## src/rtl/tdm_mux.sv

```systemverilog
`default_nettype none
// ============================================================================
// Module   : tdm_mux
// Purpose  : N-to-1 round-robin time-division multiplexer. Collects single-word
//            valid/ready transfers from N input lanes and serialises them onto
//            one registered output stream tagged with the source lane index.
//            out_sel/out_data feed the matching 1xN demultiplexer directly.
// Ports    : clk, rst       - clock, synchronous active-high reset
//            in_valid[N]    - per-lane request
//            in_data[N*W]   - packed lane data, lane k at [k*W +: W]
//            in_ready[N]    - per-lane accept (one-hot or zero, combinational)
//            out_valid      - output register holds a word
//            out_data[W]    - data of the granted lane (registered)
//            out_sel[SW]    - index of the granted lane (registered)
//            out_ready      - downstream accepts the word this cycle
// Config   : TDM_MUX_FIXED_PRIORITY_EN - when defined, the round-robin pointer
//            is removed and the lowest-index valid lane always wins.
// Revision : 1.0 - initial release
// ============================================================================
module tdm_mux #(
    parameter int  N  = 8,
    parameter int  W  = 1,
    localparam int SW = $clog2(N)
) (
    input  logic           clk,
    input  logic           rst,
    input  logic [N-1:0]   in_valid,
    input  logic [N*W-1:0] in_data,
    output logic [N-1:0]   in_ready,
    output logic           out_valid,
    output logic [W-1:0]   out_data,
    output logic [SW-1:0]  out_sel,
    input  logic           out_ready
);

    logic          w_free;
    logic          w_grant;
    logic [N-1:0]  w_pick;
    logic [SW-1:0] w_win;
    logic [W-1:0]  w_win_data;

    logic          r_valid;
    logic [W-1:0]  r_data;
    logic [SW-1:0] r_sel;

`ifdef TDM_MUX_FIXED_PRIORITY_EN
    // Lowest-index valid lane always wins.
    assign w_pick = in_valid;
`else
    localparam logic [SW-1:0] c_last = SW'(N - 1);

    logic [SW-1:0] r_ptr;
    logic [N-1:0]  w_mask_hi;
    logic [N-1:0]  w_req_hi;

    // Lanes at or above the pointer are searched first; if none of them is
    // valid the search wraps to the low lanes, so the lowest set bit of
    // w_pick is always the first valid lane in rotating order.
    for (genvar k = 0; k < N; k++) begin : g_mask
        assign w_mask_hi[k] = (SW'(k) >= r_ptr);
    end

    assign w_req_hi = in_valid & w_mask_hi;
    assign w_pick   = (|w_req_hi) ? w_req_hi : in_valid;

    // Explicit wrap keeps the pointer below N for non-power-of-two lane counts.
    always_ff @(posedge clk) begin
        if (rst) begin
            r_ptr <= '0;
        end else if (w_grant) begin
            r_ptr <= (w_win == c_last) ? '0 : w_win + SW'(1);
        end
    end
`endif

    // Slot is free when empty or when the held word drains this cycle, which
    // makes out_ready -> in_ready a purely combinational path.
    assign w_free  = !r_valid || out_ready;
    assign w_grant = w_free && (|in_valid) && !rst;

    always_comb begin
        w_win      = '0;
        w_win_data = '0;
        in_ready   = '0;
        for (int k = N - 1; k >= 0; k--) begin
            if (w_pick[k]) begin
                w_win = SW'(k);
            end
        end
        for (int k = 0; k < N; k++) begin
            if (w_win == SW'(k)) begin
                w_win_data  = in_data[k*W +: W];
                in_ready[k] = w_grant;
            end
        end
    end

    always_ff @(posedge clk) begin
        if (rst) begin
            r_valid <= 1'b0;
            r_data  <= '0;
            r_sel   <= '0;
        end else if (w_grant) begin
            r_valid <= 1'b1;
            r_data  <= w_win_data;
            r_sel   <= w_win;
        end else if (out_ready) begin
            r_valid <= 1'b0;
        end
    end

    assign out_valid = r_valid;
    assign out_data  = r_data;
    assign out_sel   = r_sel;

endmodule
`default_nettype wire

```

## config.mk

```make
export PLATFORM = sky130hd
export DESIGN_NAME = tdm_mux
export DESIGN_NICKNAME = d
export VERILOG_FILES = /design/src/rtl/tdm_mux.sv
export SDC_FILE = /design/constraint.sdc
export NUM_CORES = 1
export LEC_CHECK = 0
export CAP_MARGIN = 20
export CORE_MARGIN = 2
export CORE_UTILIZATION = 30
export DETAILED_ROUTE_END_ITERATION = 10
export HOLD_SLACK_MARGIN = 0.12
export SYNTH_ARGS = -nofsm -noshare
export SYNTH_HDL_FRONTEND = slang
export SYNTH_SLANG_ARGS = --single-unit
export TNS_END_PERCENT = 5
```

## constraint.sdc

```tcl
create_clock -name clk -period 3.9 [get_ports clk]
set_clock_uncertainty 0.15 [all_clocks]
set_input_delay 0.39 -clock clk [delete_from_list [all_inputs] [get_ports clk]]
set_output_delay 0.39 -clock clk [all_outputs]
set_load 0.01 [all_outputs]
```

; ---- Word-level counts from Yosys, hierarchy flattened
; Cells that the tools add are included.
[op_classes]
addsub = 1
bitwise = 1
n_mux = 28
magnitude_cmp = 8
n_reduce_logical = 9
n_eq_ne = 7
[ops]
columns = op, n
row1 = two-way mux 3 bit, 9
row2 = two-way mux 1 bit, 18
row3 = OR reduction 8 bit, 2
row4 = == test 3 bit (second input constant), 4
row5 = greater-or-equal comparator 3 bit (first input constant), 4
row6 = AND 8 bit, 1
row7 = two-way mux 8 bit, 1
row8 = == test 3 x 2 -> 1 bit (second input constant), 2
row9 = greater-or-equal comparator 1 x 3 -> 1 bit (first input constant), 2
row10 = greater-or-equal comparator 2 x 3 -> 1 bit (first input constant), 2
row11 = adder 3 x 1 -> 3 bit (second input constant), 1
row12 = == test 3 x 1 -> 1 bit (second input constant), 1
row13 = logical NOT 3 bit, 1
row14 = logical AND 1 bit, 2
row15 = logical NOT 1 bit, 2
row16 = nonzero test 2 bit, 1
row17 = logical OR 1 bit, 1
[totals]
ff_bits = 8
inputBits = 19
output_inout_bits = 13
elab_cells = 58

; ---- Logic depth before layout (Yosys ltp)
; Gate-level depths: netlist of the first run.
[depth]
ltp_word = 21
mapped_depth = 14

; ---- Worst setup path after synthesis of the first run
; OpenSTA, ideal clock, no wires.
[synth_path]
kind = input port to flip-flop
startpoint = input port in_valid[7]
endpoint = register r_data, in the netlist out_data
cell_stages = 12
path_slack_ps = 1155
path_buffers = 0
arrival_ps = 2524
path_cell_list = nor2_2 > o21ai_2 > o41ai_2 > a21oi_1 > nor2_2 > inv_1 > nor2_1 > ha_1 > nor4b_1 > a211oi_2 > o2111ai_1 > o2bb2ai_1
[synth_between]
elab_chain_len = 20
word_cells_on_any_way = 30
[synth_lines]
columns = element, line_no
row1 = "start, declared", 27  ; input logic [N-1:0] in_valid,
row2 = AND 8 bit, 63  ; assign w_req_hi = in_valid & w_mask_hi;
row3 = OR reduction 8 bit, 64  ; assign w_pick = (|w_req_hi) ? w_req_hi : in_valid;
row4 = two-way mux 8 bit (*), 64
row5 = two-way mux 3 bit (7 in series), 86  ; if (w_pick[k]) begin
row6 = two-way mux 3 bit (*), 86
row7 = net w_win[1], 39  ; logic [SW-1:0] w_win;
row8 = logical NOT 3 bit, 91  ; if (w_win == SW'(k)) begin
row9 = two-way mux 1 bit (7 in series), 91
row10 = two-way mux 1 bit (*), 91
row11 = "end signal, assigned", 105  ; r_data <= w_win_data;
row12 = "end, declared", 43  ; logic [W-1:0] r_data;
; Mark *: on every way through the listed nets, which the timed path passes. The rest lies on a longest branch.
; A chain may end at the register's enable or synchronous reset.

; ---- Final worst setup path of the first run
[layout_path]
startpoint = input port in_valid[7]
endpoint = output port in_ready[3]
[layout_between]
elab_chain_len = 13
word_cells_on_any_way = 16
[layout_lines]
columns = element, line_no
row1 = AND 8 bit, 63
row2 = OR reduction 8 bit, 64
row3 = two-way mux 8 bit (*), 64
row4 = two-way mux 3 bit (7 in series), 86
row5 = two-way mux 3 bit (*), 86
row6 = net w_win[1], 39
row7 = == test 3 x 2 -> 1 bit (*), 91
row8 = two-way mux 1 bit (*), 91
row9 = "end, declared", 29  ; output logic [N-1:0] in_ready,
; Marks and branches as above.

==> impl_results.md, run 1 <==
* Global route overflow at 0
* PortBufs at 31
* Vias per cell at 5.07
* Vias at 1055
* Syn_nets at 147
* Outcome: complete, no violations
* Global Route Usage Sum at 0.152
* Final WL at 2.63 mm
* Area growth syn-to-layout at 51.1%
* WP data required at 3360 ps
* Final net count at 189
* Cell chosen for the clock root: clkbuf_4
* Hold Crit Class: flop to flop
* Yosys top cell by area: dfxtp_1
* Top cells by count, synth: nor2_1, a21oi_1, dfxtp_1, inv_1, and2_1
* Number of I/O pins at 32
* TritonCTS clock tree: done
* Hold Vio Cnt, Final at 0
* Critical Path Fanout Max at 6
* Number of global-route vias before repair at 982
* Synthesized flop and latch total at 8
* Hold Slack at 335 ps
* CTS Buf Count at 3
* RSZ-0062 raised after global routing: no
* Sink Count at 8
* Sw Pwr at 0.000141 W
* Mapped cell area at 940 sq um
* WS Path Type: input pin to output port
* Gpl congestion at 0.860
* Yosys top cell area share at 0.170
* Post-synth top flop: dfxtp_1
* Die H at 60.0 um
* Die area at 3600 sq um
* Storage cell area at 161 sq um
* Element type at the critical path start: input pin
* Leak at 0.547 nW
* Tcrit/Tclk final at 0.961
* H-tree depth at 1
* Syn_area_per_cell at 7.58 sq um
* Post-CTS Hold Buffers at 0
* Comb power frac at 0.558
* Int Power at 0.000232 W
* Post-synth EDFFs at 0
* Post-DP HPWL at 2.09 mm
* Site Rows at 20
* Achievable Freq at 0.267 GHz
* Iter 0 DRT Violations at 44
* Initial core utilization at 0.310
* Average wire per standard cell at 12.6 um
* Sequential element share of the synthesized area at 0.170
* Residual DRC at 0
* Worst-Margin Slew at 534 ps
* Top post-synthesis cells by area: dfxtp_1, nor2_1, ha_1
* Slew margin rel. at 0.641
* Diode count at 0
* Pwr per Cell Area at 262 nW/um^2
* Tmin final at 3750 ps
* Ys async rst share at 0
* Max-cap violations at 0
* Setup violators final at 0
* Clk slew on worst S/H paths at 50 ps
* Clock network power share at 0.161
* 1st-pass router iterations at 4
* First-pass GRT wire length at 4.22 mm
* DRT antenna net count at 0
* Net Sw Frac at 0.378
* Clock tree buffer depth at 2
* Count leader, synth: nor2_1
* Worst R2R Setup Slack at 660 ps
* Ys Warns at 0
* Critical Path End Type: output port
* Clock latency on the worst-skew pair at 250 ps
* Final Slew Violations at 0
* Core area at 3030 sq um
* Post-Syn Instances at 124
* Fillers at 298
* WP data arrival at 3210 ps
* Area occupied by multi-input gates at 752 sq um
* Die width at 60.0 um
* Share of layout cells above drive strength 1 at 0.171
* TNS Setup at 0 ps
* Flop pwr share at 0.281
* Largest net degree at the start of global routing at 16
* Initial antenna violation count at 0
* VDD IR-drop max at 0.188 mV
* Netlist cell types at 47
-- cells in the final DEF (no fill, tap or decap), types with 2 or more instances in the layout --
master	n
clkdlybuf4s50_1	30
and2_1	7
a21oi_1	9
a31oi_1	2
nor2_1	14
and3_1	3
nand2b_1	4
o21ai_0	4
o221ai_1	2
nand3b_1	4
o21bai_1	3
a21o_1	2
nor3_1	4
dfxtp_1	7
nor2b_1	5
o21a_1	2
inv_1	8
ha_1	3
nor4_1	2
clkbuf_4	3
o21ai_1	3
buf_4	11
a211oi_1	2
a21boi_0	2
o2bb2ai_1	2
-- path summary, 6_finish.rpt --
check	startpoint	to	cells past startpoint
worst min-delay path	out_sel[1]	out_sel[1]	2
worst max register to register	r_ptr[0]	out_data	14
worst max-delay path	in_valid[7]	in_ready[3]	13
worst min register to register	out_sel[1]	out_sel[1]	2
-- power groups by stage --
stage	clock network, W	registers, W	logic [W]
6_report	0.0000598	0.000105	0.000208
5_1_grt	0.0000688	0.000107	0.000227
4_1_cts	0.0000632	0.000104	0.000190
3_5_place_dp	0	0.000106	0.000189
3_3_place_gp	0	0.000106	0.000189
2_1_floorplan	0	0.000100	0.000123
-- cells by family (layout without fill, tap and decap cells) --
| group | Yosys count | count (layout) | synth area share |
|---|---|---|---|
| flops | 8 | 8 | 0.170 |
| compound gates | 48 | 48 | 0.409 |
| buf+inv | 14 | 54 | 0.0666 |
| simple gates | 50 | 50 | 0.301 |
| fa+ha+maj | 4 | 4 | 0.0533 |
-- metrics by stage --
step / total power, W / instances / worst slack, ps / utilization / instance area (sq um)
floorplan: 0.000224 / 124 / 1160 / - / 940
global placement: 0.000295 / 202 / 150 / 0.441 / 1340
detailed placement: 0.000295 / 202 / 25.7 / 0.441 / 1340
CTS: 0.000357 / 205 / 5.70 / 0.449 / 1360
global route: 0.000403 / 208 / 3.79 / 0.469 / 1420
finish: 0.000372 / 208 / 153 / 0.469 / 1420
-- sequential cells by signal (all words and copies together), names as in the netlist --
register and cells:
out_valid 1, r_ptr 3, out_data 1, out_sel 3
-- per-layer routing --
| layer | up-vias | global-route usage | share of wire |
|---|---|---|---|
| li1 | 547 | - | - |
| met2 | 25 | 0.238 | 0.49 |
| met5 | - | 0 | 0 |
| met4 | 0 | 0.0667 | 0.0068 |
| met1 | 479 | 0.208 | 0.46 |
| met3 | 4 | 0.0173 | 0.042 |
-- what timing repair did --
item	CTS	global route
gates resized for setup	0	7
buffers inserted	0	3
setup endpoints to repair	0	6
-- final cells by class --
type / instances / share of cell area
Tap cell: 44 / 0.0388
Inverter: 9 / 0.0238
Clock buffer: 3 / 0.0159
Sequential cell: 8 / 0.114
Timing Repair Buffer: 42 / 0.278
Multi-Input combinational cell: 102 / 0.530
-- critical path, cell delays in order --
cell	delay (ps)
clkdlybuf4s50_1	580
and4b_1	260
o21ai_2	210
buf_4	160
o21ai_0	90
o221a_4	170
nor2_4	170
inv_1	100
nor2_1	160
ha_1	200
inv_1	70
nor2_1	100
clkdlybuf4s50_1	540
Note: power is estimated with default switching activity, not from simulation.
==> run 2: changes to the inputs <==
Settings changed: CTS_CLUSTER_DIAMETER from default to 40, HOLD_SLACK_MARGIN 0.12 to 0.03.
==> results of run 2 <==
No change in the layout: final DEF, timing and power equal those of run 1.
==> run 3: changes to the inputs <==
Settings changed: ABC_AREA from default to 1.
==> run 3 against run 2 <==
Against the previous run: via count is 13% lower; die area is 11% lower; clock power is 3.7% higher; critical endpoint is now in_ready[7]; largest power group unchanged.
==> impl_results.md, run 3 <==
* Outcome: complete, no violations
* Diode count at 0 (unchanged)
* Hold Path Depth at 2 (unchanged)
* Residual DRC at 0 (unchanged)
* Hold Vio Cnt, Final at 0 (unchanged)
* Slowest-stage cell, CP: clkdlybuf4s50_1
* Post-DP HPWL at 1.69 mm (-19%)
* Die area at 3190 sq um (-11%)
* Post-Syn Instances at 139 (+12%)
* FF-to-FF path depth at 21 (+7)
* Slowest stage delay, CP at 550 ps (-30 ps)
* Vias at 918 (-13%)
* Clock tree buffer depth at 2 (unchanged)
* Clk slew on worst S/H paths at 50 ps (about the same)
* Count leader, synth: nand2_1
* Area growth syn-to-layout at 44.8%
* Post-CTS Hold Buffers at 0 (unchanged)
* Most frequent cells in the layout: nand2_1, clkdlybuf4s50_1, inv_1
* Die width at 56.5 um (-5.8%)
* Share of layout cells above drive strength 1 at 0.110 (-0.0603)
* Top cells by count, synth: nand2_1, inv_1, nor2_1
* Initial core utilization at 0.307 (-0.00292)
* Critical Path End Type: output port
* Pwr Total at 0.000327 W (-12%)
* Commonest non-fill, non-tap cell in the layout: nand2_1
* Gpl congestion at 0.815 (-5.3%)
* First-pass GRT wire length at 3.62 mm (-14%)
* Vias per cell at 4.52 (-11%)
* Clock latency on the worst-skew pair at 250 ps (about the same)
* Element type at the critical path start: input pin
* Global route overflow at 0 (unchanged)
* Sink Count at 8 (unchanged)
* Critical Path Fanout Max at 8 (+2)
* Cell chosen for the clock root: clkbuf_4
* Mapped cell area at 826 sq um (-12%)
* Fillers at 287 (-3.7%)
* Critical-path cell list: clkdlybuf4s50_1 > inv_1 > nor2_1 > nand2_1 > nand2_1 > nor2_2 > nand2_4 > o21ai_1 > nor2_1 > nand3_4 > inv_2 > ha_1 > inv_1 > nor2_1 > clkdlybuf4s50_1
* Syn_area_per_cell at 5.94 sq um (-22%)
* Hold Crit Class: flop to flop
* Leak at 0.571 nW (+4.3%)
* Netlist cell types at 28 (-40%)
* Site Rows at 19 (-5.0%)
* Pwr per Cell Area at 273 nW/um^2 (+4.1%)
* Yosys top cell area share at 0.194 (+0.0235)
* Yosys top cell by area: dfxtp_1
* Number of I/O pins at 32 (unchanged)
* Sequential element share of the synthesized area at 0.194 (+0.0235)
* Global Route Usage Sum at 0.138 (-0.0140)
* Syn_nets at 162 (+10%)
* VDD IR-drop max at 0.166 mV (-11%)
* Largest net degree at the start of global routing at 13 (-3)
* DRT antenna net count at 0 (unchanged)
* Final WL at 2.06 mm (-21%)
* Average wire per standard cell at 10.2 um (-20%)
* Initial antenna violation count at 0 (unchanged)
* Max-cap violations at 0 (unchanged)
* Ys Warns at 0 (unchanged)
* Worst-Margin Slew at 410 ps (-124 ps)
* Tmin final at 3490 ps (-258 ps)
* WS Path Type: input pin to output port
* TritonCTS clock tree: done
* CP dominant cell by count: nor2_1
* Setup Fix Bufs, Post-CTS at 0 (unchanged)
* 1st-pass router iterations at 4 (unchanged)
* RSZ-0062 raised after global routing: no
* Synthesized flop and latch total at 8 (unchanged)
* Core area at 2690 sq um (-11%)
* Tcrit/Tclk final at 0.895 (-0.0661)
* Number of global-route vias before repair at 920 (-6.3%)
* PortBufs at 31 (unchanged)
* Iter 0 DRT Violations at 13 (-70%)
* WP data required at 3360 ps (about the same)
* Die H at 56.5 um (-5.8%)
* Post-synth top flop: dfxtp_1
* Top post-synthesis cells by area: dfxtp_1, nand2_1, inv_1
* # resized after CTS at 0 (unchanged)
* TNS Setup at 0 ps (unchanged)
* Setup violators final at 0 (unchanged)
* WP data arrival at 2950 ps (-260 ps)
* H-tree depth at 1 (unchanged)
* Ys async rst share at 0 (unchanged)
* Final net count at 197 (+4.2%)
* Final Slew Violations at 0 (unchanged)
* Achievable Freq at 0.287 GHz (+7.4%)
* CTS Buf Count at 3 (unchanged)
* Post-synth EDFFs at 0 (unchanged)
* Slew margin rel. at 0.723 (+0.0825)
==> run 3: cell count changes after synthesis, sizes merged, moves of 5 or more <==
cell	previous run	this run
nor2	16	22
a21oi	10	5
inv	9	24
nand3	0	9
nand2	1	46
and2	7	1
nor2b	5	0
==> run 3: cell type report <==
type	count	area, sq um	share of cell area
multi-input combinational	104	563	0.471
timing repair buffer	32	318	0.266
sequential	8	160	0.134
inverter	25	93.8	0.0785
tap	31	38.8	0.0324
clock buffer	3	22.5	0.0188
==> run 3: path summary, 6_finish.rpt <==
path / startpoint / end / slack [ps]
setup / recovery: in_valid[0] / in_ready[7] / 410
hold / removal: out_sel[2] / out_sel[2] / 320
setup reg to reg: r_ptr[2] / out_data / 1240
hold reg to reg: out_sel[2] / out_sel[2] / 320
==> run 3: power breakdown <==
group | internal [W] | total, W | switching, W | leakage (nW)
Sequential | 0.0000903 | 0.0000972 | 0.00000689 | 0.0660
Clock | 0.0000351 | 0.0000620 | 0.0000269 | 0.0138
Combinational | 0.0000754 | 0.000167 | 0.0000919 | 0.491
Total | 0.000201 | 0.000327 | 0.000126 | 0.571
==> run 3: critical path, delay by kind of cell <==
family / cells / cell delay (ps)
adders and majority gates: 1 / 210
AOI/OAI and AO/OA: 1 / 80
and+or+nand+nor: 8 / 980
buffers and inverters: 5 / 1280
==> run 3: metal layers <==
layer / part of all wire / up-vias / track usage
met2: 0.50 / 17 / 0.248
met1: 0.45 / 401 / 0.166
li1: - / 498 / -
met4: 0.0044 / 0 / 0.0408
met5: 0 / - / 0
met3: 0.043 / 2 / 0.0230
==> run 3: through the flow <==
stage / worst slack [ps] / utilization / area, sq um / instances / hold WS, ps
final: 411 / 0.445 / 1200 / 203 / 317
after floorplan: 1500 / - / 826 / 139 / 329
after global routing: 191 / 0.445 / 1200 / 203 / 353
after global placement: 451 / 0.437 / 1170 / 200 / 310
after CTS: 408 / 0.445 / 1200 / 203 / 321
after detailed placement: 430 / 0.437 / 1170 / 200 / 311
==> run 3: cells by family (layout without fill, tap and decap cells) <==
family	Yosys count	in the layout	share of synthesized area
AOI/OAI and AO/OA	17	17	0.133
and+or+nand+nor	83	83	0.488
DFF	8	8	0.194
buffers and inverters	27	60	0.124
adders and majority gates	4	4	0.0606
